File: src/rtl/prach_ditfft3_bf2.sv
// -----------------------------------------------------------------------------
// prach_ditfft3_bf2
//
// Final butterfly of a radix-3 DIT stage. The upstream stage delivers each
// triplet on three consecutive cycles: x0 (flagged by sync_in), s = x1 + x2
// and d = x2 - x1. This block forms
//    X0 = x0 + s
//    X1 = x0 - s/2 - j*c*d      (c = sqrt(3)/2, Q1.17)
//    X2 = x0 - s/2 + j*c*d
// and emits X0/X1/X2 on consecutive cycles, four cycles after the samples
// that opened each output slot. Every result is rounded half toward +inf
// and saturated to 18 bits.
//
// Ports
//    clk               rising-edge clock
//    rst_n             asynchronous active-low reset
//    din_dr / din_di   signed 18-bit input sample (real / imag)
//    din_dv            input valid, carried alongside the data
//    sync_in           marks the x0 sample of a triplet
//    dout_dr / dout_di signed 18-bit result (real / imag)
//    dout_dv           din_dv delayed by 4 cycles
//    sync_out          sync_in delayed by 4 cycles (marks X0)
//
// Triplet phase FSM
//    state   | meaning
//    PH_IDLE | no triplet in progress, next non-sync sample is ignored
//    PH_S    | x0 seen last cycle, current sample is s
//    PH_D    | s seen last cycle, current sample is d
//    sync_in forces PH_S on the next cycle from any state, which abandons
//    any partially received triplet.
// -----------------------------------------------------------------------------
module prach_ditfft3_bf2 (
   input  logic               clk,
   input  logic               rst_n,
   input  logic signed [17:0] din_dr,
   input  logic signed [17:0] din_di,
   input  logic               din_dv,
   input  logic               sync_in,
   output logic signed [17:0] dout_dr,
   output logic signed [17:0] dout_di,
   output logic               dout_dv,
   output logic               sync_out
);

   typedef enum logic [1:0] {
      PH_IDLE = 2'd0,
      PH_S    = 2'd1,
      PH_D    = 2'd2
   } phase_t;

   // Role of the sample currently on din, as seen by the phase FSM.
   typedef enum logic [1:0] {
      ROLE_NONE = 2'd0,
      ROLE_X0   = 2'd1,
      ROLE_S    = 2'd2,
      ROLE_D    = 2'd3
   } role_t;

   localparam logic signed [36:0] C_SQ3    = 37'sd113512;
   localparam logic signed [39:0] RND_HALF = 40'sd65536;
   localparam logic signed [39:0] SAT_MAX  = 40'sd131071;
   localparam logic signed [39:0] SAT_MIN  = -40'sd131072;

   function automatic logic signed [17:0] sat18(input logic signed [39:0] v);
      if (v > SAT_MAX)
         sat18 = 18'sh1FFFF;
      else if (v < SAT_MIN)
         sat18 = 18'sh20000;
      else
         sat18 = v[17:0];
   endfunction

   // Q.17 accumulator back to integer: add half an LSB, floor by arithmetic shift.
   function automatic logic signed [17:0] rnd_sat(input logic signed [39:0] t);
      logic signed [39:0] r;
      r = (t + RND_HALF) >>> 17;
      rnd_sat = sat18(r);
   endfunction

   // ---------------------------------------------------------------- phase FSM
   phase_t phase_q;
   phase_t phase_d;
   role_t  role;

   always_ff @(posedge clk or negedge rst_n) begin
      if (!rst_n)
         phase_q <= PH_IDLE;
      else
         phase_q <= phase_d;
   end

   always_comb begin
      phase_d = PH_IDLE;
      if (sync_in) begin
         phase_d = PH_S;
      end else begin
         case (phase_q)
            PH_S:    phase_d = PH_D;
            default: phase_d = PH_IDLE;
         endcase
      end
   end

   always_comb begin
      role = ROLE_NONE;
      if (sync_in)
         role = ROLE_X0;
      else if (phase_q == PH_S)
         role = ROLE_S;
      else if (phase_q == PH_D)
         role = ROLE_D;
   end

   // ------------------------------------------------------- sample capture
   logic signed [17:0] x0r_q, x0i_q;
   logic signed [17:0] sr_q,  si_q;
   logic signed [17:0] dr_q,  di_q;
   role_t              role_q1, role_q2, role_q3;

   always_ff @(posedge clk or negedge rst_n) begin
      if (!rst_n) begin
         x0r_q   <= '0;
         x0i_q   <= '0;
         sr_q    <= '0;
         si_q    <= '0;
         dr_q    <= '0;
         di_q    <= '0;
         role_q1 <= ROLE_NONE;
         role_q2 <= ROLE_NONE;
         role_q3 <= ROLE_NONE;
      end else begin
         if (role == ROLE_X0) begin
            x0r_q <= din_dr;
            x0i_q <= din_di;
         end
         if (role == ROLE_S) begin
            sr_q <= din_dr;
            si_q <= din_di;
         end
         if (role == ROLE_D) begin
            dr_q <= din_dr;
            di_q <= din_di;
         end
         role_q1 <= role;
         role_q2 <= role_q1;
         role_q3 <= role_q2;
      end
   end

   // ------------------------------------------- products and common term
   // role_q3 == ROLE_X0 is the cycle in which x0_q/s_q of that triplet are
   // both valid and not yet overwritten by a following back-to-back triplet.
   // The common term is frozen there for the X1 and X2 slots that follow.
   // The products run freely: d_q only changes on a d sample, so the product
   // register holds c*d for both X1 and X2 slots.
   logic signed [36:0] pr_q, pi_q;
   logic signed [36:0] pr_d, pi_d;
   logic signed [39:0] base_r_q, base_i_q;
   logic signed [39:0] base_r_d, base_i_d;

   always_comb begin
      pr_d     = C_SQ3 * 37'(dr_q);
      pi_d     = C_SQ3 * 37'(di_q);
      base_r_d = (40'(x0r_q) <<< 17) - (40'(sr_q) <<< 16);
      base_i_d = (40'(x0i_q) <<< 17) - (40'(si_q) <<< 16);
   end

   always_ff @(posedge clk or negedge rst_n) begin
      if (!rst_n) begin
         pr_q     <= '0;
         pi_q     <= '0;
         base_r_q <= '0;
         base_i_q <= '0;
      end else begin
         pr_q <= pr_d;
         pi_q <= pi_d;
         if (role_q3 == ROLE_X0) begin
            base_r_q <= base_r_d;
            base_i_q <= base_i_d;
         end
      end
   end

   // ------------------------------------------------------- output slot mux
   logic signed [39:0] sum_r, sum_i;
   logic signed [39:0] t1_r, t1_i, t2_r, t2_i;
   logic signed [17:0] dout_r_q, dout_i_q;
   logic signed [17:0] dout_r_d, dout_i_d;

   always_comb begin
      sum_r = 40'(x0r_q) + 40'(sr_q);
      sum_i = 40'(x0i_q) + 40'(si_q);
      t1_r  = base_r_q - 40'(pi_q);
      t1_i  = base_i_q + 40'(pr_q);
      t2_r  = base_r_q + 40'(pi_q);
      t2_i  = base_i_q - 40'(pr_q);
      dout_r_d = '0;
      dout_i_d = '0;
      case (role_q3)
         ROLE_X0: begin
            dout_r_d = sat18(sum_r);
            dout_i_d = sat18(sum_i);
         end
         ROLE_S: begin
            dout_r_d = rnd_sat(t1_r);
            dout_i_d = rnd_sat(t1_i);
         end
         ROLE_D: begin
            dout_r_d = rnd_sat(t2_r);
            dout_i_d = rnd_sat(t2_i);
         end
         default: begin
            dout_r_d = '0;
            dout_i_d = '0;
         end
      endcase
   end

   // --------------------------------------------------- dv / sync delay line
   logic [3:0] dv_q;
   logic [2:0] sync_q;
   logic       sync_out_q;
   logic       sync_out_d;

   // A sync immediately followed by another sync never receives its s sample,
   // so its X0 slot carries no result; that marker is dropped and only the
   // restarted triplet is flagged.
   always_comb begin
      sync_out_d = sync_q[2] & ~sync_q[1];
   end

   always_ff @(posedge clk or negedge rst_n) begin
      if (!rst_n) begin
         dv_q       <= '0;
         sync_q     <= '0;
         sync_out_q <= 1'b0;
         dout_r_q   <= '0;
         dout_i_q   <= '0;
      end else begin
         dv_q       <= {dv_q[2:0], din_dv};
         sync_q     <= {sync_q[1:0], sync_in};
         sync_out_q <= sync_out_d;
         dout_r_q   <= dout_r_d;
         dout_i_q   <= dout_i_d;
      end
   end

   assign dout_dr  = dout_r_q;
   assign dout_di  = dout_i_q;
   assign dout_dv  = dv_q[3];
   assign sync_out = sync_out_q;

endmodule

File: config.mk
export PLATFORM = sky130hd
export DESIGN_NAME = prach_ditfft3_bf2
export DESIGN_NICKNAME = d
export VERILOG_FILES = /design/src/rtl/prach_ditfft3_bf2.sv
export SDC_FILE = /design/constraint.sdc
export NUM_CORES = 1
export LEC_CHECK = 0
export ABC_AREA = 0
export CORE_MARGIN = 2
export CORE_UTILIZATION = 30
export CTS_BUF_LIST = sky130_fd_sc_hd__clkbuf_16
export CTS_CLUSTER_DIAMETER = 80
export CTS_CLUSTER_SIZE = 20
export DETAILED_ROUTE_END_ITERATION = 7
export PLACE_DENSITY = 0.55
export SKIP_LAST_GASP = 1
export SLEW_MARGIN = 20
export SYNTH_ARGS = -nofsm -noshare
export SYNTH_HDL_FRONTEND = slang
export SYNTH_SLANG_ARGS = --single-unit
File: constraint.sdc
create_clock -name clk -period 6.05 [get_ports clk]
set_input_delay 1.815 -clock clk [delete_from_list [all_inputs] [get_ports clk]]
set_output_delay 1.815 -clock clk [all_outputs]
set_load 0.01 [all_outputs]
# After elaboration in Yosys (flattened, before gate mapping)
# Index checks and enable logic that the tools add are counted.
[word_totals]
regBits = 306
in_bits = 40
output_inout_bits = 38
[op_classes]
add_sub_neg = 12
n_mul = 2
order_cmp = 12
eq_ne = 8
n_mux = 19
n_bitwise = 2
[op_table]
columns = ["operator", "count"]
rows = [
  ["2-to-1 mux 18 bit", 12],
  ["adder 40 x 18 -> 40 bit (second input constant)", 4],
  ["one-hot mux 18 bit (3 select lines)", 2],
  ["greater-than comparator 23 x 18 -> 1 bit (second input constant)", 4],
  ["< comparator 23 x 18 -> 1 bit (second input constant)", 4],
  ["adder 40 x 36 -> 40 bit", 2],
  ["subtractor 40 x 36 -> 40 bit", 2],
  ["subtractor 35 x 34 -> 36 bit", 2],
  ["multiplier 15 x 18 -> 33 bit (first input constant)", 2],
  ["adder 18 x 18 -> 19 bit", 2],
  ["greater-than comparator 19 x 18 -> 1 bit (second input constant)", 2],
  ["< comparator 19 x 18 -> 1 bit (second input constant)", 2],
  ["equality test 2 bit (second input constant)", 5],
  ["2-to-1 mux 2 bit", 5],
  ["equality test 2 x 1 -> 1 bit (second input constant)", 3],
  ["AND 1 bit", 1],
  ["NOT 1 bit", 1],
]

# Depth between registers and ports, before layout
# Gate-level depths: netlist (run 1).
[logic_depth]
word_depth = 6
mapped_depth = 24
depth_no_buf = 24

# Worst setup path after synthesis (run 1)
# No wires, ideal clock.
[synth_timing]
kind = "register to register"
from = "reg di_q[17]"
to = "reg pi_q[29]"
setup_ns = 0.080
t_arrival_ns = 5.786
path_slack_ns = 0.184
stages_incl_launch_ff = 21
n_path_buf = 0
period_less_slack_ns = 5.866
path_cell_list = "dfrtp_1 -> ha_1 -> inv_1 -> fa_1 -> inv_1 -> fa_1 -> fa_1 -> fa_1 -> inv_1 -> fa_1 -> inv_1 -> ha_1 -> a2111o_1 -> or2_2 -> o211ai_1 -> a31oi_1 -> o21a_1 -> o21a_1 -> o21a_1 -> o41ai_1 -> xnor2_1"
[synth_between]
elab_chain_len = 1
[synth_lines]
columns = ["element", "line_no", "rtl"]
rows = [
  ["start: declaration", "117", "logic signed [17:0] dr_q, di_q;"],
  ["start signal: assignment", "142", "di_q <= din_di;"],
  ["multiplier 15 x 18 -> 33 bit", "163", "pi_d = C_SQ3 * 37'(di_q);"],
  ["via pi_d[29]", "157", "logic signed [36:0] pr_d, pi_d;"],
  ["end signal: assignment", "176", "pi_q <= pi_d;"],
  ["end: declaration", "156", "logic signed [36:0] pr_q, pi_q;"],
]
# The timed path passes the listed nets, and every way through them passes these cells.
# A chain may end at the register's enable or synchronous reset.

# Final worst setup path (run 1)
[layout_timing]
from = "reg di_q[7]"
to = "reg pi_q[29]"
# The elaborated chain is that of the path after synthesis.

==> flow_summary.yaml, run 1 <==
outcome:
  status: "finished, final reports clean"
global_route:
  grt_max_degree: 113
  track_usage_pct: 15.4
  first_global_vias: 21792
  grt_remaining_overflow: 0
  antenna_found_initial: 6
  grt_pass1_wl_mm: 123
sta:
  maxSlewHeadroom_pct: 18.9
  fin_crit_ns: 5.88
  slew_violations: 0
  finalCritPeriodShare_pct: 97.2
  hold_viol: 0
  fmax_mhz: 170
  skew_ns: 0.0246
  worst_pin_slew_ns: 1.20
  setup_viol: 0
  hold_ws_ns: 0.354
  setup_slack_ns: 0.167
synthesis:
  synth_edf_count: 0
  netlist_area_um2: 29600
  synth.distinct_cells: 85
  synth-seq-cells: 265
  synth_top_family_by_area: "adder cells"
  synth_compound_area_share_pct: 14.6
  synthAdderAreaFrac_pct: 37.6
  synth_flop_cell: "dfrtp_1"
  postSynthCellCount: 3088
  synth.area.mux_share_pct: 2.87
  syn_nets: 3852
  synthArstFlopShare_pct: 100
  ys_seq_area_share_pct: 22.4
  synth-simple-area-share_pct: 8.69
  synth_xor_area_share_pct: 5.74
  synth_warnings: 0
  synth.avg_cell_area_um2: 9.58
placement:
  gp_congestion: 0.906
  dp_slack_ns: 0.0283
  portBuffers: 77
  dp_hpwl_mm: 65.7
die:
  start_util_pct: 30.2
  core_um2: 98000
  fp.dieArea_um2: 101000
  io_pins: 78
  die_x_um: 318
  rows: 115
  die_h_um: 318
clocking:
  cts.reportedPaths.clkPinSlew_ns: 0.08
  htree_levels: 1
  insertion_delay_ns: 0.60
  numCtsBuffers: 26
  cts-root-buf: "clkbuf_16"
  holdBufCountCts: 0
  clock-sinks: 265
  cts_max_path_buffers: 3
  cts_tree: "done"
drt:
  drt.antenna.violating_nets: 0
  wl_mm: 77.8
  drt-initial-drc-count: 1282
  vias_per_cell: 4.76
  vias: 21469
  wl_per_cell_um: 17.2
  first_pass_iters: 5
  drcViolationCount: 0
job:
  max_cap_violations: 0
setup_path:
  startpoint: "di_q[7]"
  endpoint: "pi_q[29]"
  reg2reg_from: "di_q[7]"
  r2r_slack_ns: 0.17
  max_stage_delay_ns: 0.55
  crit_fanout: 5
  cp_common_cell: "fa_1"
  reg2regPathDepth: 20
  cp_cell_sequence: "ha_4 -> inv_1 -> fa_1 -> inv_1 -> fa_1 -> fa_1 -> fa_1 -> inv_2 -> fa_1 -> inv_1 -> ha_2 -> a2111o_1 -> or2_2 -> o211ai_1 -> a31oi_1 -> o21a_1 -> o21a_1 -> o21a_1 -> o41ai_2 -> xnor2_1"
  r2r-end: "pi_q[29]"
  crit_type: "register to register"
  worstSetupStartpointType: "register"
  worstSetupEndpointType: "register"
  arrival_ns: 6.35
  cp_slowest_cell: "fa_1"
  critical_path_required_ns: 6.52
finish:
  syn2layout_area_growth_pct: 13.2
  n_antenna_cell: 0
  drive_gt1_share_pct: 8.80
  nets: 3971
min_path:
  min_path_type: "register to register"
  min_delay_path_depth: 0
==> worst max-delay path: cells and delay by family, from the launching register on <==
kind	cells	cell delay (ns)
DFF	1	0.49
buffers and inverters	4	0.18
adders and majority gates	7	2.96
and+or+nand+nor	1	0.28
AOI/OAI and AO/OA	7	1.72
xor gates and xnor gates	1	0.11
==> flip-flops by register name, summed over array words and instances, names as in the netlist, 20 cells and up <==
register,flops
pi_q,33
base_r_q,20
base_i_q,20
pr_q,33
==> cell families (layout without fill, tap and decap cells) <==
group / Yosys count / count (layout)
adders and majority gates: 730 / 730
AOI/OAI and AO/OA: 658 / 658
buffers and inverters: 633 / 771
and+or+nand+nor: 532 / 532
DFF: 265 / 265
xor gates and xnor gates: 194 / 194
muxes: 76 / 76
==> layout make-up <==
| type | count | area, um^2 |
|---|---|---|
| flip-flops and latches | 265 | 6650 |
| well taps | 1287 | 1610 |
| repair buffers | 136 | 1240 |
| inverters | 588 | 2210 |
| multi-input cells | 2190 | 20900 |
| clock buffers | 27 | 676 |
| clock inverters | 20 | 220 |
| fillers | 9911 | 64500 |
==> how the worst min path moves through the flow <==
stage	slack [ns]	end	start
6_report	0.35	role_q3[0]	role_q2[0]
5_1_grt	0.36	dv_q[3]	dv_q[2]
4_1_cts	0.36	dv_q[3]	dv_q[2]
3_5_place_dp	0.34	dv_q[1]	dv_q[0]
3_3_place_gp	0.33	dv_q[1]	dv_q[0]
2_1_floorplan	0.33	dv_q[1]	dv_q[0]
==> per-stage QoR <==
step / utilization, % / cell area (um^2) / setup TNS (ns) / cells
3_3_place_gp: 32.8 / 32200 / 0 / 4456
3_5_place_dp: 32.8 / 32200 / 0 / 4456
2_1_floorplan: - / 29600 / 0 / 3088
4_1_cts: 33.7 / 33100 / 0 / 4503
5_1_grt: 34.2 / 33500 / -0.0914 / 4513
6_report: 34.2 / 33500 / 0 / 4513
==> metal layers <==
| metal | GRT usage [%] | vias up | routed length (um) |
|---|---|---|---|
| met5 | 0 | - | 0 |
| met4 | 2.98 | 0 | 1220 |
| met3 | 1.79 | 62 | 3120 |
| met2 | 24.6 | 328 | 34500 |
| met1 | 22.6 | 10506 | 38900 |
| li1 | - | 10573 | - |
==> layout by cell type, fill, tap and decap left out, drive strengths merged, types with 16 or more instances in the layout <==
master	count
a211oi	18
a21o	86
a21oi	159
a22oi	17
a31oi	36
and2	23
and3	17
buf	60
clkbuf	27
clkdlybuf4s50	76
dfrtp	265
fa	266
ha	458
inv	596
mux2	70
nand2	160
nand2b	26
nand3	33
nor2	134
nor2b	34
nor3	34
o211ai	24
o21a	31
o21ai	158
o21bai	23
o31ai	16
or3	17
xnor2	128
xor2	66
==> what timing repair did <==
item,4_1_cts,5_1_grt
resized for setup,0,72
setup endpoints to repair,0,13
endpoints found under the hold margin,0,0
buffers inserted,0,10
==> synthesized netlist by cell type (6+ instances only) <==
master / instances / area [um^2]
a211o_1: 9 / 78.8
a211oi_1: 18 / 135
a21boi_0: 7 / 52.6
a21o_1: 85 / 638
a21oi_1: 154 / 771
a22oi_1: 17 / 128
a31o_2: 8 / 70.1
a31oi_1: 35 / 219
and2_1: 21 / 131
and3_1: 17 / 106
clkbuf_1: 33 / 124
dfrtp_1: 265 / 6630
fa_1: 266 / 5330
ha_1: 458 / 5730
inv_1: 587 / 2200
maj3_1: 6 / 60.1
mux2_2: 70 / 788
mux2i_1: 6 / 60.1
nand2_1: 160 / 601
nand2b_1: 26 / 163
nand3_1: 33 / 165
nand4_1: 11 / 68.8
nor2_1: 133 / 499
nor2b_1: 34 / 213
nor3_1: 33 / 165
nor3b_1: 6 / 45.0
nor4_1: 7 / 43.8
o211ai_1: 24 / 180
o21a_1: 31 / 233
o21ai_0: 154 / 771
o21bai_1: 23 / 173
o22ai_1: 7 / 43.8
o31ai_1: 15 / 113
or2_2: 13 / 81.3
or3_1: 17 / 106
xnor2_1: 128 / 1120
xor2_1: 66 / 578
Power of run 1 is left out: the tool's default activity adds up to more than one toggle a clock period on the data nets, which glitch-free logic cannot reach.
==> run 2, diff against run 1 <==
--- a/config.mk
+++ b/config.mk
@@ -12,7 +12,8 @@
 export CTS_CLUSTER_DIAMETER = 80
 export CTS_CLUSTER_SIZE = 20
 export DETAILED_ROUTE_END_ITERATION = 7
-export PLACE_DENSITY = 0.55
+export DONT_BUFFER_PORTS = 1
+export PLACE_DENSITY = 0.54
 export SKIP_LAST_GASP = 1
 export SLEW_MARGIN = 20
 export SYNTH_ARGS = -nofsm -noshare
==> run 2 against run 1 <==
Global-route usage fell by 0.051 points. First-iteration DRC count fell by 14%. Sequential share of layout area increased by 0.39 points. Flip-flop and latch count is the same. Setup slack better by 0.011 ns. Critical path type unchanged. Largest cell class unchanged.
==> flow_summary.yaml, run 2 (synthesis gave the netlist of run 1 again) <==
outcome:
  status: "finished, final reports clean"
drt:
  first_pass_iters: 5
  vias: 20999
  vias_per_cell: 4.73
  wl_per_cell_um: 17.5
  wl_mm: 77.7
  drt.antenna.violating_nets: 0
  drt-initial-drc-count: 1105
  drcViolationCount: 0
finish:
  drive_gt1_share_pct: 9.35
  final_common_cell: "inv_1"
  fill_cells: 10096
  syn2layout_area_growth_pct: 11.0
  multi_input_area_um2: 20900
  final_core_util_pct: 33.5
  layout_common_cells: "575 x inv_1, 429 x ha_1, 264 x fa_1"
  reg_top3: "pi_q (33), pr_q (33)"
  final-seq-area_um2: 6650
  nets: 3898
sta:
  skew_ns: 0.0192
  maxSlewHeadroom_pct: 34.8
  tns_ns: 0
  worst_pin_slew_ns: 0.978
  rsz0062_at_grt: "true"
  slew_violations: 0
  hold_viol: 0
  fin_crit_ns: 5.87
  setup_viol: 0
  finalCritPeriodShare_pct: 97.1
  fmax_mhz: 170
placement:
  portBuffers: 0
  dp_hpwl_mm: 65.5
  gp_congestion: 0.881
setup_path:
  crit_type: "register to register"
  reg2regPathDepth: 19
  critical_path_required_ns: 6.51
  arrival_ns: 6.33
  r2r-end: "pi_q[29]"
  crit_fanout: 3
  reg2reg_from: "di_q[11]"
  worstSetupEndpointType: "register"
  r2r_slack_ns: 0.18
  worstSetupStartpointType: "register"
min_path:
  min_path_type: "register to register"
  min_delay_path_depth: 0
  hold-path-endpoint: "role_q2[0]"
  worst_hold_startpoint: "role_q1[0]"
clocking:
  htree_levels: 1
  numCtsBuffers: 26
  cts_max_path_buffers: 3
  cts.reportedPaths.clkPinSlew_ns: 0.08
  holdBufCountCts: 0
  insertion_delay_ns: 0.59
  clock-sinks: 265
  cts_tree: "done"
  cts-root-buf: "clkbuf_16"
die:
  start_util_pct: 30.2
  die_x_um: 318
  io_pins: 78
  rows: 115
  die_h_um: 318
  fp.dieArea_um2: 101000
  core_um2: 98000
job:
  max_cap_violations: 0
global_route:
  track_usage_pct: 15.4
  grt_remaining_overflow: 0
  grt_pass1_wl_mm: 123
  first_global_vias: 21242
  antenna_found_initial: 6
  grt_max_degree: 266
[run 2: repair_timing]
action | CTS | global route
gates resized for setup | 0 | 86
endpoints found under the setup margin | 0 | 12
setup buffers | 0 | 14
[run 2: worst max path at each step]
| stage | start | endpoint | slack (ns) | depth (start not counted) |
|---|---|---|---|---|
| 2_1_floorplan | di_q[17] | pi_q[29] | 0.18 | 20 |
| 3_3_place_gp | di_q[6] | pi_q[28] | 0.11 | 21 |
| 3_5_place_dp | di_q[6] | pi_q[28] | 0.03 | 21 |
| 4_1_cts | di_q[6] | pi_q[28] | 0.005 | 21 |
| 5_1_grt | di_q[7] | pi_q[29] | -0.06 | 20 |
| 6_report | di_q[11] | pi_q[29] | 0.18 | 19 |
[run 2: metrics by stage]
| step | instances | setup WS (ns) | cell area [um^2] | hold slack (ns) |
|---|---|---|---|---|
| detailed placement | 4379 | 0.0270 | 31400 | 0.335 |
| floorplan | 3088 | 0.184 | 29600 | 0.331 |
| global route | 4441 | -0.0628 | 32800 | 0.362 |
| CTS | 4427 | 0.00520 | 32300 | 0.353 |
| finish | 4442 | 0.178 | 32800 | 0.347 |
| global placement | 4379 | 0.108 | 31400 | 0.332 |
[run 2: per-layer routing]
layer  vias to the layer above  track usage (%)  share of wire (%)  routed length (um)
met5                         -                0              0.059                  46
met4                         6             2.36                1.2                 905
met3                        50             2.37                4.5                3490
met2                       283             24.6                 45               34800
met1                     10237             22.3                 49               38500
li1                      10423                -                  -                   -
[run 2: critical path, cell delays in order (launching register included)]
cell and delay (ns):
dfrtp_2 0.45, ha_4 0.26, buf_4 0.13, fa_1 0.47
fa_1 0.58, fa_1 0.44, fa_1 0.53, inv_2 0.04
fa_1 0.49, inv_1 0.05, ha_2 0.18, a2111o_1 0.43
or2_4 0.24, o211ai_1 0.23, a31oi_1 0.15, o21a_1 0.22
o21a_1 0.21, o21a_1 0.23, o41ai_2 0.32, xnor2_1 0.11
[run 2: final cells by class]
cell class                      instances  area share, %
Inverter                              588           6.73
Multi-Input combinational cell       2190           63.7
Clock buffer                           27           2.06
Antenna cell                            1        0.00762
Timing Repair Buffer                   63           1.50
Clock inverter                         21          0.812
Sequential cell                       265           20.3
Tap cell                             1287           4.90
Power of run 2 is left out for the same reason.
==> run 3, diff against run 2 <==
--- a/config.mk
+++ b/config.mk
@@ -6,7 +6,7 @@
 export NUM_CORES = 1
 export LEC_CHECK = 0
 export ABC_AREA = 0
-export CORE_MARGIN = 2
+export CORE_MARGIN = 4
 export CORE_UTILIZATION = 30
 export CTS_BUF_LIST = sky130_fd_sc_hd__clkbuf_16
 export CTS_CLUSTER_DIAMETER = 80
==> run 3 against run 2 <==
Worst hold slack better by 0.0029 ns. Routed wire length is 0.28% higher. Via count is 0.26% higher. Setup slack hardly changed. Maximum frequency hardly changed. Highest routed layer unchanged.
==> flow_summary.yaml, run 3 (synthesis gave the netlist of run 1 again) <==
clocking:
  insertion_delay_ns: 0.61
  cts_max_path_buffers: 3
  cts-root-buf: "clkbuf_16"
  clock-sinks: 265
  htree_levels: 1
  numCtsBuffers: 30
  cts_tree: "done"
  cts.reportedPaths.clkPinSlew_ns: 0.09
finish:
  drive_gt1_share_pct: 9.25
  layout_common_cells: "576 x inv_1, 435 x ha_1, 262 x fa_1"
  multi_input_area_um2: 20900
  syn2layout_area_growth_pct: 11.2
  final_cell_count_no_fill: 4436
  final-seq-area_um2: 6650
  final_common_cell: "inv_1"
  final_area_um2: 32900
  reg_top3: "pi_q (33), pr_q (33)"
  nets: 3896
  fill_cells: 10036
drt:
  wl_per_cell_um: 17.6
  drt-initial-drc-count: 1119
  first_pass_iters: 5
  wl_mm: 78.0
  drcViolationCount: 0
  wl_met3_mm: 4.65
  top_layer: "met5"
  wl_met2_mm: 33.6
  drt.antenna.violating_nets: 0
  vias: 21054
  drt-met1-wl_mm: 38.2
  vias_per_cell: 4.75
global_route:
  grt_remaining_overflow: 0
  antenna_found_initial: 12
  grt_max_degree: 266
  first_global_vias: 21411
  track_usage_pct: 15.2
  grt_pass1_wl_mm: 123
sta:
  skew_ns: 0.0236
  hold_ws_ns: 0.350
  rsz0062_at_grt: "true"
  fmax_mhz: 170
  maxSlewHeadroom_pct: 28.2
  slew_violations: 0
  fin_crit_ns: 5.87
  worst_pin_slew_ns: 1.08
  setup_viol: 0
  finalCritPeriodShare_pct: 97.1
  tns_ns: 0
  hold_viol: 0
die:
  die_x_um: 322
  fp.dieArea_um2: 104000
  start_util_pct: 30.4
  die_h_um: 322
  io_pins: 78
  rows: 114
  core_um2: 97300
setup_path:
  critical_path_required_ns: 6.54
  arrival_ns: 6.36
  crit_fanout: 5
  crit_type: "register to register"
  r2r-end: "pi_q[29]"
  worstSetupEndpointType: "register"
  worstSetupStartpointType: "register"
  startpoint: "di_q[4]"
  reg2regPathDepth: 19
  r2r_slack_ns: 0.18
  reg2reg_from: "di_q[4]"
placement:
  dp_hpwl_mm: 65.6
  placed_cells: 4367
  gp_congestion: 0.870
  postPlaceCellArea_um2: 31400
  portBuffers: 0
min_path:
  worst_hold_startpoint: "dv_q[1]"
  hold-path-endpoint: "dv_q[2]"
  min_delay_path_depth: 0
  min_path_type: "register to register"
outcome:
  status: "finished, final reports clean"
job:
  max_cap_violations: 0
[run 3: changes by cell type in the layout (fill, tap and decap cells not counted), moves of 3 or more]
| cell | change |
|---|---|
| inv_12 | +4 |
| diode_2 | +3 |
| ha_1 | +6 |
| ha_4 | -5 |
| buf_4 | -4 |
| clkbuf_16 | +4 |
[run 3: repair_timing]
| action | CTS | global route |
|---|---|---|
| pin swaps | 0 | 35 |
| gates resized for setup | 1 | 70 |
| hold endpoints to repair | 0 | 0 |
| setup endpoints to repair | 1 | 12 |
| hold buffers | 0 | 0 |
| buffers inserted | 0 | 9 |
[run 3: worst max-delay path, stage by stage, from the launching register on]
cell and delay [ns]:
dfrtp_1 0.39, buf_4 0.16, ha_4 0.25, fa_1 0.51, fa_1 0.54, fa_1 0.52, fa_1 0.54, inv_1 0.05
fa_1 0.47, inv_1 0.04, ha_2 0.20, a2111o_1 0.44, or2_4 0.23, o211ai_1 0.25, a31oi_2 0.14, o21a_1 0.22
o21a_1 0.20, o21a_1 0.21, o41ai_2 0.31, xnor2_1 0.11
[run 3: how the worst max path moves through the flow]
stage	cells after the start	slack (ns)	endpoint
global route	22	-0.07	pi_q[29]
CTS	20	0.03	pi_q[29]
floorplan	20	0.18	pi_q[29]
global placement	21	0.09	pi_q[28]
finish	19	0.18	pi_q[29]
detailed placement	21	0.02	pi_q[28]
[run 3: metrics by stage]
stage / setup WS [ns] / util [%]
2_1_floorplan: 0.184 / -
6_report: 0.178 / 33.8
5_1_grt: -0.0741 / 33.8
4_1_cts: 0.0317 / 33.4
3_5_place_dp: 0.0190 / 32.2
3_3_place_gp: 0.0930 / 32.2
[run 3: cell type report]
| type | count | share of cell area [%] |
|---|---|---|
| Tap cell | 1276 | 4.85 |
| Multi-Input combinational cell | 2190 | 63.4 |
| Clock inverter | 25 | 1.07 |
| Clock buffer | 31 | 2.36 |
| Timing Repair Buffer | 57 | 1.34 |
| Sequential cell | 265 | 20.2 |
| Inverter | 588 | 6.71 |
| Antenna cell | 4 | 0.0304 |
[run 3: metal layers]
layer	GRT usage, %	vias up
met5	0	-
met2	23.4	352
met4	3.17	2
met3	3.20	76
li1	-	10444
met1	21.9	10180
Power of run 3 is left out for the same reason.
